File: config.mk
export PLATFORM = sky130hd
export DESIGN_NAME = resp_arb
export DESIGN_NICKNAME = d
export VERILOG_FILES = /design/src/rtl/resp_arb.sv
export SDC_FILE = /design/constraint.sdc
export NUM_CORES = 1
export LEC_CHECK = 0
export CAP_MARGIN = 10
export CORE_MARGIN = 2
export CORE_UTILIZATION = 65
export DETAILED_ROUTE_END_ITERATION = 16
export DONT_BUFFER_PORTS = 1
export PLACE_DENSITY = 0.84
export SETUP_SLACK_MARGIN = 0.15
export SYNTH_ARGS = -nofsm -noshare
export SYNTH_HDL_FRONTEND = slang
export SYNTH_SLANG_ARGS = --single-unit
File: constraint.sdc
create_clock -name clk -period 5 [get_ports clk]
set_input_delay 0.75 -clock clk [delete_from_list [all_inputs] [get_ports clk]]
set_output_delay 0.75 -clock clk [all_outputs]
set_load 0.02 [all_outputs]
File: src/rtl/resp_arb.sv
// -----------------------------------------------------------------------------
// resp_arb
//
// Shares the single BLE UART transmit path between four status sources.
// One-cycle request pulses are latched into a pending mask and served
// round-robin. For each grant the response byte is registered and trmt_o is
// pulsed for one cycle. The channel is then held until tx_done_i comes back,
// after which ack_o pulses on the bit of the requester whose byte went out.
//
// Optional feature (compile-time macro RESP_HB_EN):
//   Adds a free-running heartbeat counter. Each time the interval elapses it
//   raises an internal heartbeat request. That request is served only when no
//   requester is pending. It sends 8'h3C, leaves the round-robin pointer
//   alone and produces no ack. With the macro undefined no heartbeat logic is
//   built, and HB_PERIOD and FAST_SIM have no effect.
//
// Ports:
//   clk        in   system clock
//   rst_n      in   asynchronous active-low reset
//   req_i      in   [3:0] request pulses, one bit per requester
//   tx_done_i  in   UART wrapper: byte transmission complete
//   clr_ovf_i  in   clears all overflow flags
//   trmt_o     out  one-cycle pulse that starts a UART transmission
//   resp_o     out  [7:0] byte to transmit, held until the next grant
//   ack_o      out  [3:0] one-cycle pulse for the requester whose byte finished
//   busy_o     out  high while sending or waiting for tx_done_i
//   ovf_o      out  [3:0] sticky: request arrived while already pending
// -----------------------------------------------------------------------------
module resp_arb #(
    parameter logic [7:0]  RESP0     = 8'hA5,
    parameter logic [7:0]  RESP1     = 8'h5A,
    parameter logic [7:0]  RESP2     = 8'hC3,
    parameter logic [7:0]  RESP3     = 8'hE1,
    parameter logic [23:0] HB_PERIOD = 24'd5_000_000,
    parameter bit          FAST_SIM  = 1'b1
) (
    input  logic       clk,
    input  logic       rst_n,
    input  logic [3:0] req_i,
    input  logic       tx_done_i,
    input  logic       clr_ovf_i,
    output logic       trmt_o,
    output logic [7:0] resp_o,
    output logic [3:0] ack_o,
    output logic       busy_o,
    output logic [3:0] ovf_o
);

    typedef enum logic [1:0] {S_IDLE, S_SEND, S_WAIT} state_t;

    state_t     state_q, state_d;
    logic [3:0] pend_q, pend_d;
    logic [3:0] ovf_q, ovf_d;
    logic [1:0] ptr_q, ptr_d;
    logic [1:0] gidx_q, gidx_d;
    logic [7:0] resp_q, resp_d;
    logic       done_q, done_d;   // first idle cycle after a completed byte

    logic [1:0] win_idx;
    logic       grant;
    logic       hb_grant;
    logic       hb_req;
    logic       hb_active;
    logic [3:0] grant_mask;

    // Round-robin winner: scan from the highest offset down so the lowest
    // offset from ptr_q is the last assignment and therefore wins.
    always_comb begin
        logic [1:0] idx;
        win_idx = ptr_q;
        for (int k = 3; k >= 0; k--) begin
            idx = ptr_q + 2'(k);
            if (pend_q[idx]) begin
                win_idx = idx;
            end
        end
    end

    // FSM: state register
    always_ff @(posedge clk or negedge rst_n) begin
        if (!rst_n) begin
            state_q <= S_IDLE;
        end else begin
            state_q <= state_d;
        end
    end

    // FSM: next state. The idle cycle that carries the ack is not allowed to
    // grant, so a request still pending at completion starts two cycles later.
    always_comb begin
        state_d  = state_q;
        grant    = 1'b0;
        hb_grant = 1'b0;
        case (state_q)
            S_IDLE: begin
                if (!done_q) begin
                    if (|pend_q) begin
                        grant   = 1'b1;
                        state_d = S_SEND;
                    end else if (hb_req) begin
                        hb_grant = 1'b1;
                        state_d  = S_SEND;
                    end
                end
            end
            S_SEND:  state_d = S_WAIT;
            S_WAIT:  if (tx_done_i) state_d = S_IDLE;
            default: state_d = S_IDLE;
        endcase
    end

    // FSM: outputs
    always_comb begin
        trmt_o = (state_q == S_SEND);
        busy_o = (state_q == S_SEND) || (state_q == S_WAIT);
        resp_o = resp_q;
        ovf_o  = ovf_q;
        ack_o  = 4'b0000;
        if (done_q && !hb_active) begin
            ack_o = 4'b0001 << gidx_q;
        end
    end

    // Datapath next values
    always_comb begin
        grant_mask = grant ? (4'b0001 << win_idx) : 4'b0000;
        // A request landing on the bit being granted re-arms it without
        // counting as an overflow.
        pend_d = (pend_q & ~grant_mask) | req_i;
        ovf_d  = (clr_ovf_i ? 4'b0000 : ovf_q) | (req_i & pend_q & ~grant_mask);
        ptr_d  = grant ? (win_idx + 2'd1) : ptr_q;
        gidx_d = grant ? win_idx : gidx_q;
        done_d = (state_q == S_WAIT) && tx_done_i;
        resp_d = resp_q;
        if (grant) begin
            case (win_idx)
                2'd0:    resp_d = RESP0;
                2'd1:    resp_d = RESP1;
                2'd2:    resp_d = RESP2;
                default: resp_d = RESP3;
            endcase
        end else if (hb_grant) begin
            resp_d = 8'h3C;
        end
    end

    always_ff @(posedge clk or negedge rst_n) begin
        if (!rst_n) begin
            pend_q <= 4'b0000;
            ovf_q  <= 4'b0000;
            ptr_q  <= 2'd0;
            gidx_q <= 2'd0;
            resp_q <= 8'h00;
            done_q <= 1'b0;
        end else begin
            pend_q <= pend_d;
            ovf_q  <= ovf_d;
            ptr_q  <= ptr_d;
            gidx_q <= gidx_d;
            resp_q <= resp_d;
            done_q <= done_d;
        end
    end

`ifdef RESP_HB_EN
    localparam logic [23:0] HB_LIMIT = FAST_SIM ? (HB_PERIOD >> 6) : HB_PERIOD;

    logic [23:0] hb_cnt_q, hb_cnt_d;
    logic        hb_pend_q, hb_pend_d;
    logic        hb_sel_q, hb_sel_d;   // current transfer is a heartbeat
    logic        hb_tick;

    always_comb begin
        hb_tick  = (hb_cnt_q == HB_LIMIT - 24'd1);
        hb_cnt_d = hb_tick ? 24'd0 : hb_cnt_q + 24'd1;
        // A tick while a heartbeat is already waiting simply merges into it.
        hb_pend_d = (hb_pend_q & ~hb_grant) | hb_tick;
        hb_sel_d  = hb_grant ? 1'b1 : (grant ? 1'b0 : hb_sel_q);
    end

    always_ff @(posedge clk or negedge rst_n) begin
        if (!rst_n) begin
            hb_cnt_q  <= 24'd0;
            hb_pend_q <= 1'b0;
            hb_sel_q  <= 1'b0;
        end else begin
            hb_cnt_q  <= hb_cnt_d;
            hb_pend_q <= hb_pend_d;
            hb_sel_q  <= hb_sel_d;
        end
    end

    assign hb_req    = hb_pend_q;
    assign hb_active = hb_sel_q;
`else
    logic unused_hb;
    assign hb_req    = 1'b0;
    assign hb_active = 1'b0;
    assign unused_hb = ^{HB_PERIOD, FAST_SIM, hb_grant};
`endif

endmodule

==> summary.md <==
| Metric | Value |
|---|---|
| Status | complete, no violations |
| Worst Setup SP | done_q |
| DRT Pass-1 Iters | 4 |
| Placer Congestion | 0.923 |
| Post-Layout Cell Count | 129 |
| Antenna viol nets, final | 0 |
| GRT overflow | 0 |
| Clk sink count | 20 |
| Pleak | 0.546 nW |
| Syn Nets | 122 |
| Seq/Total Area, Yosys | 43.2% |
| Crit-path cells | nor3b_1 |
| Ant diodes | 0 |
| R2R depth | 5 |
| Final setup TNS | 0 ns |
| Worst hold slack | 0.127 ns |
| RSZ-0062 raised after global routing | no |
| Synthesized area | 1160 µm² |
| Post-synthesis simple-gate area fraction | between 20% and 30% |
| Vias per inst | 6.03 |
| Clock tree from TritonCTS | built |
| Startpoint types | flop |
| WL final | 2120 µm |
| Slowest CP cell | nor3b_1 |
| Post-route minimum period | ~2.2 ns |
| Min-delay worst type | primary input to asynchronous set/reset pin |
| Drc violations | 0 |
| Row count | 15 |
| Full die area | 2140 µm² |
| Worst EP required | 4.25 ns |
| Largest net degree at the start of global routing | 21 |
| Worst VDD drop | 0.000383 V |
| Worst Setup Path Type | flop to primary output |
| Ys flop type | dfrtp_1 |
| Slew of the pin with the lowest slew margin | 0.671 ns |
| Via count | 778 |
| Worst Setup EP | ack_o[0] |
| Cell Pwr Density | 737 nW/µm² |
| Worst reg2reg setup slack | 2.89 ns |
| Final Total Pwr | just under 0.9 mW |
| Worst Path Arrival | 1.40 ns |
| Top-Level Pins | 26 |
| Share of cells above drive strength 1 | a little under an eighth |
| Reg2Reg Capture Point | resp_o[5] |
| Setup Buffers After CTS | 0 |
| Slew HR | 55.2% |
| Clock share of power | 10.4% |
| Critical path buffer and inverter count | 0 |
| Seq pwr share | approximately 43% |
| Die Span X | about 46 µm |
| Worst path max stage delay | around 0.6 ns |
| Maxcap violations | 0 |
| Final setup fails | 0 |
| Peak Freq | approximately 460 MHz |
| Post-cts resize count | 0 |
| Multiplexer share of the synthesized area | under 10% |
| Vias in the first global route | 729 |
| Height of the chip | 46.2 µm |
| Initial Util | about two thirds |
| DP HPWL | 1530 µm |
| XOR/XNOR Fraction of Synth Area | 0% |
| Utilization after layout | around 70% |
| P&R area growth vs syn | 3.56% |
| Synth cell types | 36 |
| Clock slew seen by the registers of the worst setup and hold paths | roughly 0.11 ns |
| EDFF count, synth | 0 |
| Initial antenna violation count | 0 |
| H-tree depth | 1 |
| CP top delay family | simple AND/OR/NAND/NOR gates |
| Worst-Skew Late Latency | 0.30 ns |
| First-pass GRT wire length | 3370 µm |
| Core Box Area | about 1700 µm² |
| Crit share post-route | 43.1% |
| Cts hold-fix bufs | 0 |
| Post-Syn Instances | 104 |
| Int Pwr | roughly 0.47 mW |
| Clock root buffer | clkbuf_4 |
| Combinational share of power | about 47% |
| Critical Path Sink Type | primary output |
| Synth Area in Compound Gates | 16.0% |
| Ys async rst share | 100% |
| GRT Resource Usage Total | 22.6% |
| Critical R2R Launch | ptr_q[1] |
| Critical path peak fanout | 10 |
| Yosys warns | 0 |
| Flops & latches, synth | 20 |
| Worst path depth | 1 |
| Max Slew Vio Count | 0 |
| Post-synthesis area per instance | approximately 11 µm² |
| Placed Cells | 125 |
| Max Buffers Root-to-Sink | 2 |
| Net switching share of the total power | 46.8% |
| Net Sw Power | approximately 0.41 mW |
| DRT iter0 DRCs | 19 |
| Wire per inst | 16.4 µm |
| Largest family of logic cells by synthesized area | simple AND/OR/NAND/NOR gates |
| Final net count | 123 |
| Port buffer count | 0 |
| Num CTS Buffers | 3 |
| Final Hold Viols | 0 |
| Post-Synth Adder-Cell Area | 10.8% |
| Clk_skew | around 0.0086 ns |
-- kinds of logic (layout without fill, tap and decap cells) --
logic type / Yosys count / after routing
fa+ha+maj: 10 / 10
simple gates: 36 / 36
buf+inv: 7 / 7
mux: 5 / 5
flops: 20 / 20
compound gates: 26 / 26
-- synthesized netlist by cell type, drive strengths merged (2+ instances only) --
cell	n	area [µm²]
dfrtp	20	500
ha	10	125
nor2b	7	43.8
a21boi	5	37.5
o21ai	5	25.0
or2	5	31.3
a22o	4	35.0
nor2	4	22.5
buf	3	22.5
inv	3	11.3
mux2	3	45.0
nand3	3	15.0
o31ai	3	22.5
a21oi	2	10.0
and2	2	12.5
and3	2	12.5
and3b	2	17.5
mux2i	2	20.0
nand2	2	7.51
nand2b	2	12.5
nand4b	2	17.5
o211ai	2	15.0
or4	2	18.8
-- registers in the layout, indices dropped and copies added, names as in the netlist --
register,count
state_q,2
gidx_q,2
ptr_q,2
ovf_o,4
done_q,1
pend_q,4
resp_o,5
-- routing by layer --
metal	GRT usage (%)	share of wire, %	up-vias
li1	-	-	380
met1	32.0	48	371
met2	31.4	44	20
met3	5.88	5.3	7
met4	11.4	2.1	0
met5	0	0	-
-- cell type report --
class	count	area, µm²
Inverter	3	11.3
Sequential cell	20	500
Multi-Input combinational cell	77	621
Clock buffer	4	36.3
Fill cell	112	508
Tap cell	25	31.3
-- power groups by stage --
stage,Clock (mW),Combinational [mW],Sequential [mW]
2_1_floorplan,0,0.374,0.339
3_3_place_gp,0,0.399,0.375
3_5_place_dp,0,0.409,0.379
4_1_cts,0.0945,0.416,0.376
5_1_grt,0.105,0.464,0.392
6_report,0.0916,0.417,0.377
-- cell usage in the layout (no fill, tap or decap), types with 3 or more instances in the layout --
| cell | count |
|---|---|
| mux2_4 | 3 |
| ha_1 | 10 |
| nor2_1 | 3 |
| a21boi_1 | 5 |
| a22o_1 | 4 |
| or2_1 | 3 |
| nor2b_1 | 7 |
| inv_1 | 3 |
| o21ai_0 | 3 |
| clkbuf_4 | 3 |
| dfrtp_1 | 20 |
| nand3_1 | 3 |
| o31ai_1 | 3 |
-- metrics by stage --
step | setup WS [ns] | cell area (µm²)
2_1_floorplan | 3.06 | 1160
3_3_place_gp | 2.99 | 1160
3_5_place_dp | 2.93 | 1160
4_1_cts | 2.84 | 1200
5_1_grt | 2.76 | 1200
6_report | 2.85 | 1200
-- worst min path at each step --
| stage | from | endpoint | slack (ns) | depth (start not counted) |
|---|---|---|---|---|
| final | rst_n | ptr_q[1] | 0.13 | 0 |
| after global routing | rst_n | ptr_q[1] | 0.10 | 0 |
| after CTS | rst_n | ptr_q[1] | 0.12 | 0 |
| after detailed placement | rst_n | resp_o[6] | 0.45 | 0 |
| after global placement | rst_n | resp_o[6] | 0.45 | 0 |
| after floorplan | rst_n | done_q | 0.45 | 0 |
Power figures use the tool's default switching activity.
